**config.mk**
```make
export PLATFORM = sky130hd
export DESIGN_NAME = ysyx_041514_alu_mul_ctrl
export DESIGN_NICKNAME = d
export VERILOG_FILES = /design/src/rtl/ysyx_041514_alu_mul_ctrl_pkg.sv /design/src/rtl/ysyx_041514_mul_result_cache.sv /design/src/rtl/ysyx_041514_alu_mul_ctrl.sv
export SDC_FILE = /design/constraint.sdc
export NUM_CORES = 1
export LEC_CHECK = 0
export CAP_MARGIN = 0
export CORE_AREA = 2 2 179 181
export DETAILED_ROUTE_END_ITERATION = 10
export DIE_AREA = 0 0 181 183
export GPL_TIMING_DRIVEN = 0
export PLACE_DENSITY = 0.57
export SYNTH_ARGS = -nofsm -noshare
export SYNTH_HDL_FRONTEND = slang
export SYNTH_SLANG_ARGS = --single-unit
```
**constraint.sdc**
```tcl
create_clock -name clk -period 2.8 [get_ports clk]
set_input_delay 0.42 -clock clk [delete_from_list [all_inputs] [get_ports clk]]
set_output_delay 0.42 -clock clk [all_outputs]
set_load 0.02 [all_outputs]
```
**src/rtl/ysyx_041514_alu_mul_ctrl_pkg.sv**
```systemverilog
// Shared definitions for the RV64M multiply sequencer: op codes, FSM states and op decode.
`default_nettype none

package ysyx_041514_alu_mul_ctrl_pkg;

  localparam logic [2:0] OP_MUL    = 3'd0;
  localparam logic [2:0] OP_MULH   = 3'd1;
  localparam logic [2:0] OP_MULHSU = 3'd2;
  localparam logic [2:0] OP_MULHU  = 3'd3;
  localparam logic [2:0] OP_MULW   = 3'd4;

  localparam int STATE_W = 2;

  typedef enum logic [STATE_W-1:0] {
    ST_IDLE  = 2'd0,
    ST_BUSY  = 2'd1,
    ST_DONE  = 2'd2,
    ST_ABORT = 2'd3
  } state_t;

  typedef enum logic [1:0] {
    SEL_LO = 2'd0,
    SEL_HI = 2'd1,
    SEL_W  = 2'd2
  } res_sel_t;

  typedef struct packed {
    res_sel_t sel;
    logic     rs1_signed;
    logic     rs2_signed;
  } op_dec_t;

  // Reserved encodings 5-7 fall through to the MUL defaults.
  function automatic op_dec_t decode_op(input logic [2:0] op);
    op_dec_t d;
    d.sel        = SEL_LO;
    d.rs1_signed = 1'b1;
    d.rs2_signed = 1'b1;
    case (op)
      OP_MUL:    d.sel = SEL_LO;
      OP_MULH:   d.sel = SEL_HI;
      OP_MULHSU: begin
        d.sel        = SEL_HI;
        d.rs2_signed = 1'b0;
      end
      OP_MULHU:  begin
        d.sel        = SEL_HI;
        d.rs1_signed = 1'b0;
        d.rs2_signed = 1'b0;
      end
      OP_MULW:   d.sel = SEL_W;
      default:   d.sel = SEL_LO;
    endcase
    return d;
  endfunction

endpackage

`default_nettype wire

```
**src/rtl/ysyx_041514_mul_result_cache.sv**
```systemverilog
// Single-entry product cache keyed on operands and signedness; cleared only by rst.
`default_nettype none

module ysyx_041514_mul_result_cache #(
  parameter int XLEN = 64
) (
  input  logic              clk,
  input  logic              rst,
  input  logic              fill,
  input  logic [XLEN-1:0]   fill_rs1,
  input  logic [XLEN-1:0]   fill_rs2,
  input  logic              fill_rs1_signed,
  input  logic              fill_rs2_signed,
  input  logic [2*XLEN-1:0] fill_prod,
  input  logic [XLEN-1:0]   look_rs1,
  input  logic [XLEN-1:0]   look_rs2,
  input  logic              look_rs1_signed,
  input  logic              look_rs2_signed,
  output logic              hit,
  output logic [2*XLEN-1:0] prod
);

  logic              entry_valid;
  logic [XLEN-1:0]   tag_rs1;
  logic [XLEN-1:0]   tag_rs2;
  logic              tag_rs1_signed;
  logic              tag_rs2_signed;
  logic [2*XLEN-1:0] entry_prod;

  always_ff @(posedge clk) begin
    if (rst) begin
      entry_valid    <= 1'b0;
      tag_rs1        <= '0;
      tag_rs2        <= '0;
      tag_rs1_signed <= 1'b0;
      tag_rs2_signed <= 1'b0;
      entry_prod     <= '0;
    end else if (fill) begin
      entry_valid    <= 1'b1;
      tag_rs1        <= fill_rs1;
      tag_rs2        <= fill_rs2;
      tag_rs1_signed <= fill_rs1_signed;
      tag_rs2_signed <= fill_rs2_signed;
      entry_prod     <= fill_prod;
    end
  end

  assign hit = entry_valid
             && (tag_rs1 == look_rs1)
             && (tag_rs2 == look_rs2)
             && (tag_rs1_signed == look_rs1_signed)
             && (tag_rs2_signed == look_rs2_signed);
  assign prod = entry_prod;

endmodule

`default_nettype wire

```
**src/rtl/ysyx_041514_alu_mul_ctrl.sv**
```systemverilog
// EXU-to-booth-multiplier sequencer: decode, hold-valid launch, result select, buffered response.
// Optional result cache enabled by defining YSYX_041514_MUL_RESULT_CACHE_EN.
`default_nettype none

module ysyx_041514_alu_mul_ctrl
  import ysyx_041514_alu_mul_ctrl_pkg::*;
#(
  parameter int XLEN = 64,
  parameter int OP_W = 3
) (
  input  logic              clk,
  input  logic              rst,
  input  logic              req_valid_i,
  output logic              req_ready_o,
  input  logic [OP_W-1:0]   req_op_i,
  input  logic [XLEN-1:0]   req_rs1_i,
  input  logic [XLEN-1:0]   req_rs2_i,
  input  logic              flush_i,
  output logic              resp_valid_o,
  input  logic              resp_ready_i,
  output logic [XLEN-1:0]   resp_data_o,
  output logic              mul_valid_o,
  output logic [XLEN-1:0]   mul_rs1_o,
  output logic [XLEN-1:0]   mul_rs2_o,
  output logic              mul_rs1_signed_o,
  output logic              mul_rs2_signed_o,
  input  logic              mul_ready_i,
  input  logic [2*XLEN-1:0] mul_out_i
);

  state_t            state;
  state_t            state_nxt;
  logic [XLEN-1:0]   rs1_q;
  logic [XLEN-1:0]   rs2_q;
  logic              rs1_signed_q;
  logic              rs2_signed_q;
  res_sel_t          sel_q;
  logic [XLEN-1:0]   resp_q;

  op_dec_t           req_dec;
  logic              accept;
  logic              mul_done;
  logic              cache_hit;
  logic [2*XLEN-1:0] cache_prod;

  function automatic logic [XLEN-1:0] pick_result(input res_sel_t sel, input logic [2*XLEN-1:0] p);
    logic [XLEN-1:0] r;
    case (sel)
      SEL_HI:  r = p[2*XLEN-1:XLEN];
      SEL_W:   r = {{(XLEN-32){p[31]}}, p[31:0]};
      default: r = p[XLEN-1:0];
    endcase
    return r;
  endfunction

  assign req_dec  = decode_op(req_op_i[2:0]);
  assign accept   = (state == ST_IDLE) && req_valid_i && !flush_i;
  // A done pulse coincident with flush is discarded, so it neither responds nor fills the cache.
  assign mul_done = (state == ST_BUSY) && mul_ready_i && !flush_i;

`ifdef YSYX_041514_MUL_RESULT_CACHE_EN
  ysyx_041514_mul_result_cache #(
    .XLEN (XLEN)
  ) u_cache (
    .clk             (clk),
    .rst             (rst),
    .fill            (mul_done),
    .fill_rs1        (rs1_q),
    .fill_rs2        (rs2_q),
    .fill_rs1_signed (rs1_signed_q),
    .fill_rs2_signed (rs2_signed_q),
    .fill_prod       (mul_out_i),
    .look_rs1        (req_rs1_i),
    .look_rs2        (req_rs2_i),
    .look_rs1_signed (req_dec.rs1_signed),
    .look_rs2_signed (req_dec.rs2_signed),
    .hit             (cache_hit),
    .prod            (cache_prod)
  );
`else
  assign cache_hit  = 1'b0;
  assign cache_prod = '0;
`endif

  always_ff @(posedge clk) begin
    if (rst) begin
      state <= ST_IDLE;
    end else begin
      state <= state_nxt;
    end
  end

  always_comb begin
    state_nxt = state;
    case (state)
      ST_IDLE: begin
        if (accept) begin
          state_nxt = cache_hit ? ST_DONE : ST_BUSY;
        end
      end
      ST_BUSY: begin
        if (flush_i) begin
          state_nxt = ST_ABORT;
        end else if (mul_ready_i) begin
          state_nxt = ST_DONE;
        end
      end
      ST_DONE: begin
        if (flush_i || resp_ready_i) begin
          state_nxt = ST_IDLE;
        end
      end
      ST_ABORT: state_nxt = ST_IDLE;
      default:  state_nxt = ST_IDLE;
    endcase
  end

  always_comb begin
    req_ready_o  = 1'b0;
    resp_valid_o = 1'b0;
    mul_valid_o  = 1'b0;
    case (state)
      ST_IDLE: req_ready_o  = 1'b1;
      // Drop valid on the done pulse so the multiplier does not relaunch from its idle state.
      ST_BUSY: mul_valid_o  = !mul_ready_i;
      ST_DONE: resp_valid_o = !flush_i;
      default: ;
    endcase
  end

  always_ff @(posedge clk) begin
    if (rst) begin
      rs1_q        <= '0;
      rs2_q        <= '0;
      rs1_signed_q <= 1'b0;
      rs2_signed_q <= 1'b0;
      sel_q        <= SEL_LO;
      resp_q       <= '0;
    end else begin
      if (accept) begin
        rs1_q        <= req_rs1_i;
        rs2_q        <= req_rs2_i;
        rs1_signed_q <= req_dec.rs1_signed;
        rs2_signed_q <= req_dec.rs2_signed;
        sel_q        <= req_dec.sel;
        if (cache_hit) begin
          resp_q <= pick_result(req_dec.sel, cache_prod);
        end
      end
      if (mul_done) begin
        resp_q <= pick_result(sel_q, mul_out_i);
      end
    end
  end

  assign resp_data_o      = resp_q;
  assign mul_rs1_o        = rs1_q;
  assign mul_rs2_o        = rs2_q;
  assign mul_rs1_signed_o = rs1_signed_q;
  assign mul_rs2_signed_o = rs2_signed_q;

endmodule

`default_nettype wire

```
==> results summary, run 1 <==
For this design the total switching power over the nets is 0.00183 W. The adder-cell share of the synthesized area is 0.325%. The number of global-route vias before repair came to between 8000 and 9000. The type of the most critical hold path is flop to flop. In this run the deepest clock path goes through 2 buffers.

After layout, the minimum clock period comes to 2.42 ns. During synthesis, Yosys emitted a total of 0 warnings. The highest cell delay on the worst timing path came out at 0.71 ns. The global-route total usage across every layer came out at 19.8%. The first global-routing pass estimated 50000 um of wire. For this run, asynchronously set or reset flops after synthesis account for 0%. In this run the worst setup path begins at flush_i.

The relative slew slack came out at 40.9%. The CTS H-tree depth is 4. The transition time at the pin with the least slew margin came out at 0.886 ns. The via count came out at 8529. The TritonCTS clock tree is built. The share of synthesized cell area in and, or, nand and nor gates came out at 24.4%. The overall routed net length is 33300 um. The maximum net fanout on the critical path is 8. At the placement stage, the worst setup path has a slack of -0.202 ns. For the worst setup path, the data required time is between 2 and 2.5 ns. The number of nets in the finished design is 1708.

For this run the aggregate overflow at the end of global routing stands at 0. VDD sags by at most 0.360 mV. The mapped cell area is 7690 um^2. The total power per unit cell area came out at a little over 500 nW/um^2. The width of the die is 181 um. Counting distinct cell types in the post-synthesis netlist gives 26. The number of synthesized flops with an enable pin is 0. The sequential group share of total power is 43.6%. The initial detailed-routing violation count came out at around 360. The number of register bits inferred by synthesis came out at 198. At the later pin of the worst-skew pair, clock insertion delay measures 0.44 ns. Buffers placed on the I/O ports in this run total 459. The flow ran to the end, and the final reports show no timing, DRC or antenna violations. The final worst clock skew came out at about 0.011 ns. Following the worst setup path forward leads to its endpoint at resp_valid_o. The number of setup violations in the final report is 0.

The count of pins on the block boundary came out at 462. The initial standard-cell utilization of the core came out at roughly a quarter. The proportion of layout cells with a drive suffix above 1 came out at ~3.6%.

The count of buffer and inverter cells on the critical path is 2. The sink count of the clock tree is 198. After synthesis, the largest family of logic cells by area is simple AND/OR/NAND/NOR gates.

The detail route stage leaves a number of antenna-violating nets equal to 0. Among cell families on the critical path, the largest total delay comes from buffers and inverters. The number of clock buffers added by TritonCTS is 17. The per-instance average area after synthesis came out at 7.99 um^2.

In this run the critical register-to-register path is captured at mul_rs1_o[52]. The synthesized-area fraction occupied by ao, oa, aoi and oai cells came out at around a fifth. The signed area change from the synthesized netlist to the final layout is 74.3%. The part of the Yosys area used for sequential elements is 51.5%. Traced cell by cell, the critical path runs through clkdlybuf4s50_1 -> nor3b_1 -> clkdlybuf4s50_1. In this run the critical register-to-register path is launched from state[1]. Across the run, the number of max-cap violations was 0.

The maximum operating frequency came out at 413 MHz. The share of total power in the clock network came out at 38.4%. The region available for standard cell placement spans 31200 um^2. The ratio of final minimum period to clock period is 86.5%.

The overall power consumption is 0.00686 W. Detailed placement ended at an HPWL of roughly 26000 um. The die is about 180 um tall.

The switching portion of total power is 26.6%. Data arrives at the worst endpoint at 2.00 ns. The max-slew violation count came out at 0.

The number of placed instances with taps included is 1824. The area enclosed by the die boundary is 33100 um^2. Setup repair after global routing left no endpoint under its margin. The quantity of hold-fixing buffers added after cts is 0. The final worst slack came out at roughly 0.38 ns.

The number of standard cells after synthesis is roughly 960. The largest net degree at the start of global routing is 18. The xor/xnor cell area share of the yosys netlist came out at 0%. The path type of the worst setup path is primary input to primary output. The clock transition at the registers of the reported paths is 0.07 ns. The number of hold violations in the final report was 0. STA classifies the critical path endpoint as a primary output. In this run, post-CTS repair resized a total of 0 instances. The tree is rooted in a clkbuf_16.

The leakage power came out at around 4.7 nW. Excluding fillers, the count of instances in the completed layout stands at 1857. The internal power came out at 0.00504 W. The per-cell via count in the routed design is approximately 4.6. Final hold analysis gives a worst-case slack of 0.454 ns. By instance count, the cell type seen most on the critical path is clkdlybuf4s50_1. After detailed routing, the number of remaining DRC violations is 0.

The slowest stage of the critical path belongs to the cell clkdlybuf4s50_1. The number of nets in the synthesized netlist is 1230. The mux contribution to synthesized area is 0%. The post-CTS setup buffer count is 0. For the worst flop-to-flop path, the logic depth is 4. Before antenna repair, the detailed router went through 7 iterations. The setup slack of the most critical reg-to-reg path came out at 0.53 ns. The number of core rows is 65.

The type of origin of the critical path is a primary input. The finished cells cover 13400 um^2. The area of placed instances is 12800 um^2.

The number of cells on the critical path came out at 3. After filler insertion, the fill cell instance count of the layout stands at 3217. The share of total power in combinational logic is around 18%. The number of antenna violations at the first check in global routing came out at 2. The global placement routability congestion is 0.816. The average wire per standard cell is around 18 um. The most used flip-flop cell after synthesis is dfxtp_1.
-- power by group through the flow --
stage | clock network, W | registers (W) | logic (W)
final | 0.00264 | 0.00299 | 0.00124
after global routing | 0.00284 | 0.00301 | 0.00133
after CTS | 0.00274 | 0.00299 | 0.00125
after detailed placement | 0 | 0.00306 | 0.00125
after global placement | 0 | 0.00305 | 0.00125
after floorplan | 0 | 0.00320 | 0.000346
-- worst min-delay path by stage --
| stage | start | to | slack (ns) | depth (start not counted) |
|---|---|---|---|---|
| finish | mul_rs1_o[18] | mul_rs1_o[18] | 0.45 | 2 |
| global route | mul_rs1_o[19] | mul_rs1_o[19] | 0.47 | 2 |
| CTS | mul_rs2_o[2] | mul_rs2_o[2] | 0.46 | 2 |
| detailed placement | mul_rs1_o[18] | mul_rs1_o[18] | 0.45 | 2 |
| global placement | mul_rs1_o[41] | mul_rs1_o[41] | 0.44 | 2 |
| floorplan | sel_q[1] | sel_q[1] | 0.45 | 2 |
-- flip-flops by register name, indices dropped and copies added (netlist names) --
signal,cells
mul_rs2_signed_o,1
mul_rs1_o,64
resp_data_o,64
state,2
sel_q,2
mul_rs2_o,64
mul_rs1_signed_o,1
-- cell usage in the layout (no fill, tap or decap), types with 4 or more instances in the layout --
cell type	count
nand2_1	290
buf_1	9
clkbuf_1	63
a221o_1	32
a21oi_1	164
dfxtp_1	198
nor3_1	33
nand3_1	33
clkdlybuf4s50_1	459
nand2b_1	34
buf_2	20
nor2b_1	4
nor2_1	36
a221oi_1	32
clkbuf_16	17
-- cell usage after synthesis, types with 9 or more instances --
master / n / area, um^2
a21oi_1: 164 / 821
a221o_1: 32 / 320
a221oi_1: 32 / 280
buf_1: 9 / 33.8
buf_2: 20 / 100
clkbuf_1: 62 / 233
dfxtp_1: 198 / 3960
nand2_1: 290 / 1090
nand2b_1: 34 / 213
nand3_1: 33 / 165
nor2_1: 36 / 135
nor3_1: 33 / 165
-- per-stage QoR --
stage	setup TNS (ns)	util (%)
5_1_grt	0	42.9
2_1_floorplan	0	-
6_report	0	42.9
3_5_place_dp	-0.370	40.9
4_1_cts	0	42.9
3_3_place_gp	-0.247	40.9
-- layer usage --
layer  global-route usage, %  wire length (um)
met1                    21.7             13100
met2                    35.3             16400
met3                    6.47              2920
met4                    8.13               962
met5                       0                 0
-- kinds of logic (layout without fill, tap and decap cells) --
family                   count (synthesis)  after routing
buffers and inverters                   94            584
AND/OR/NAND/NOR                        438            438
adder cells (fa/ha/maj)                  2              2
flip-flops                             198            198
AO/OA/AOI/OAI                          231            231
other                                    0              2
-- final cells by class --
type	instances	area (um^2)	share of cell area, %
Timing Repair Buffer	459	4590	34.3
Sequential cell	198	3960	29.6
Multi-Input combinational cell	671	3340	24.9
Tap cell	402	503	3.75
Clock buffer	19	443	3.30
Buffer	92	378	2.82
Clock inverter	12	168	1.25
Inverter	2	7.51	0.0560
Antenna cell	2	5.00	0.0373
-- worst register-to-register path: cells and delay by family, from the launching register on --
family	cells	cell delay (ns)
DFF	1	0.40
AOI/OAI and AO/OA	1	0.17
buffers and inverters	1	0.67
and+or+nand+nor	2	0.98
Power figures use the tool's default switching activity.
==> run 2, diff against run 1 <==
--- a/config.mk
+++ b/config.mk
@@ -14,3 +14,4 @@
 export SYNTH_ARGS = -nofsm -noshare
 export SYNTH_HDL_FRONTEND = slang
 export SYNTH_SLANG_ARGS = --single-unit
+export TNS_END_PERCENT = 10
==> results of run 2 <==
The final DEF is identical to that of run 1; final timing and power are the same.
==> run 3, diff against run 2 <==
--- a/config.mk
+++ b/config.mk
@@ -7,6 +7,7 @@
 export LEC_CHECK = 0
 export CAP_MARGIN = 0
 export CORE_AREA = 2 2 179 181
+export CTS_CLUSTER_SIZE = 14
 export DETAILED_ROUTE_END_ITERATION = 10
 export DIE_AREA = 0 0 181 183
 export GPL_TIMING_DRIVEN = 0
==> results of run 3 <==
The final DEF is identical to that of run 1; final timing and power are the same.
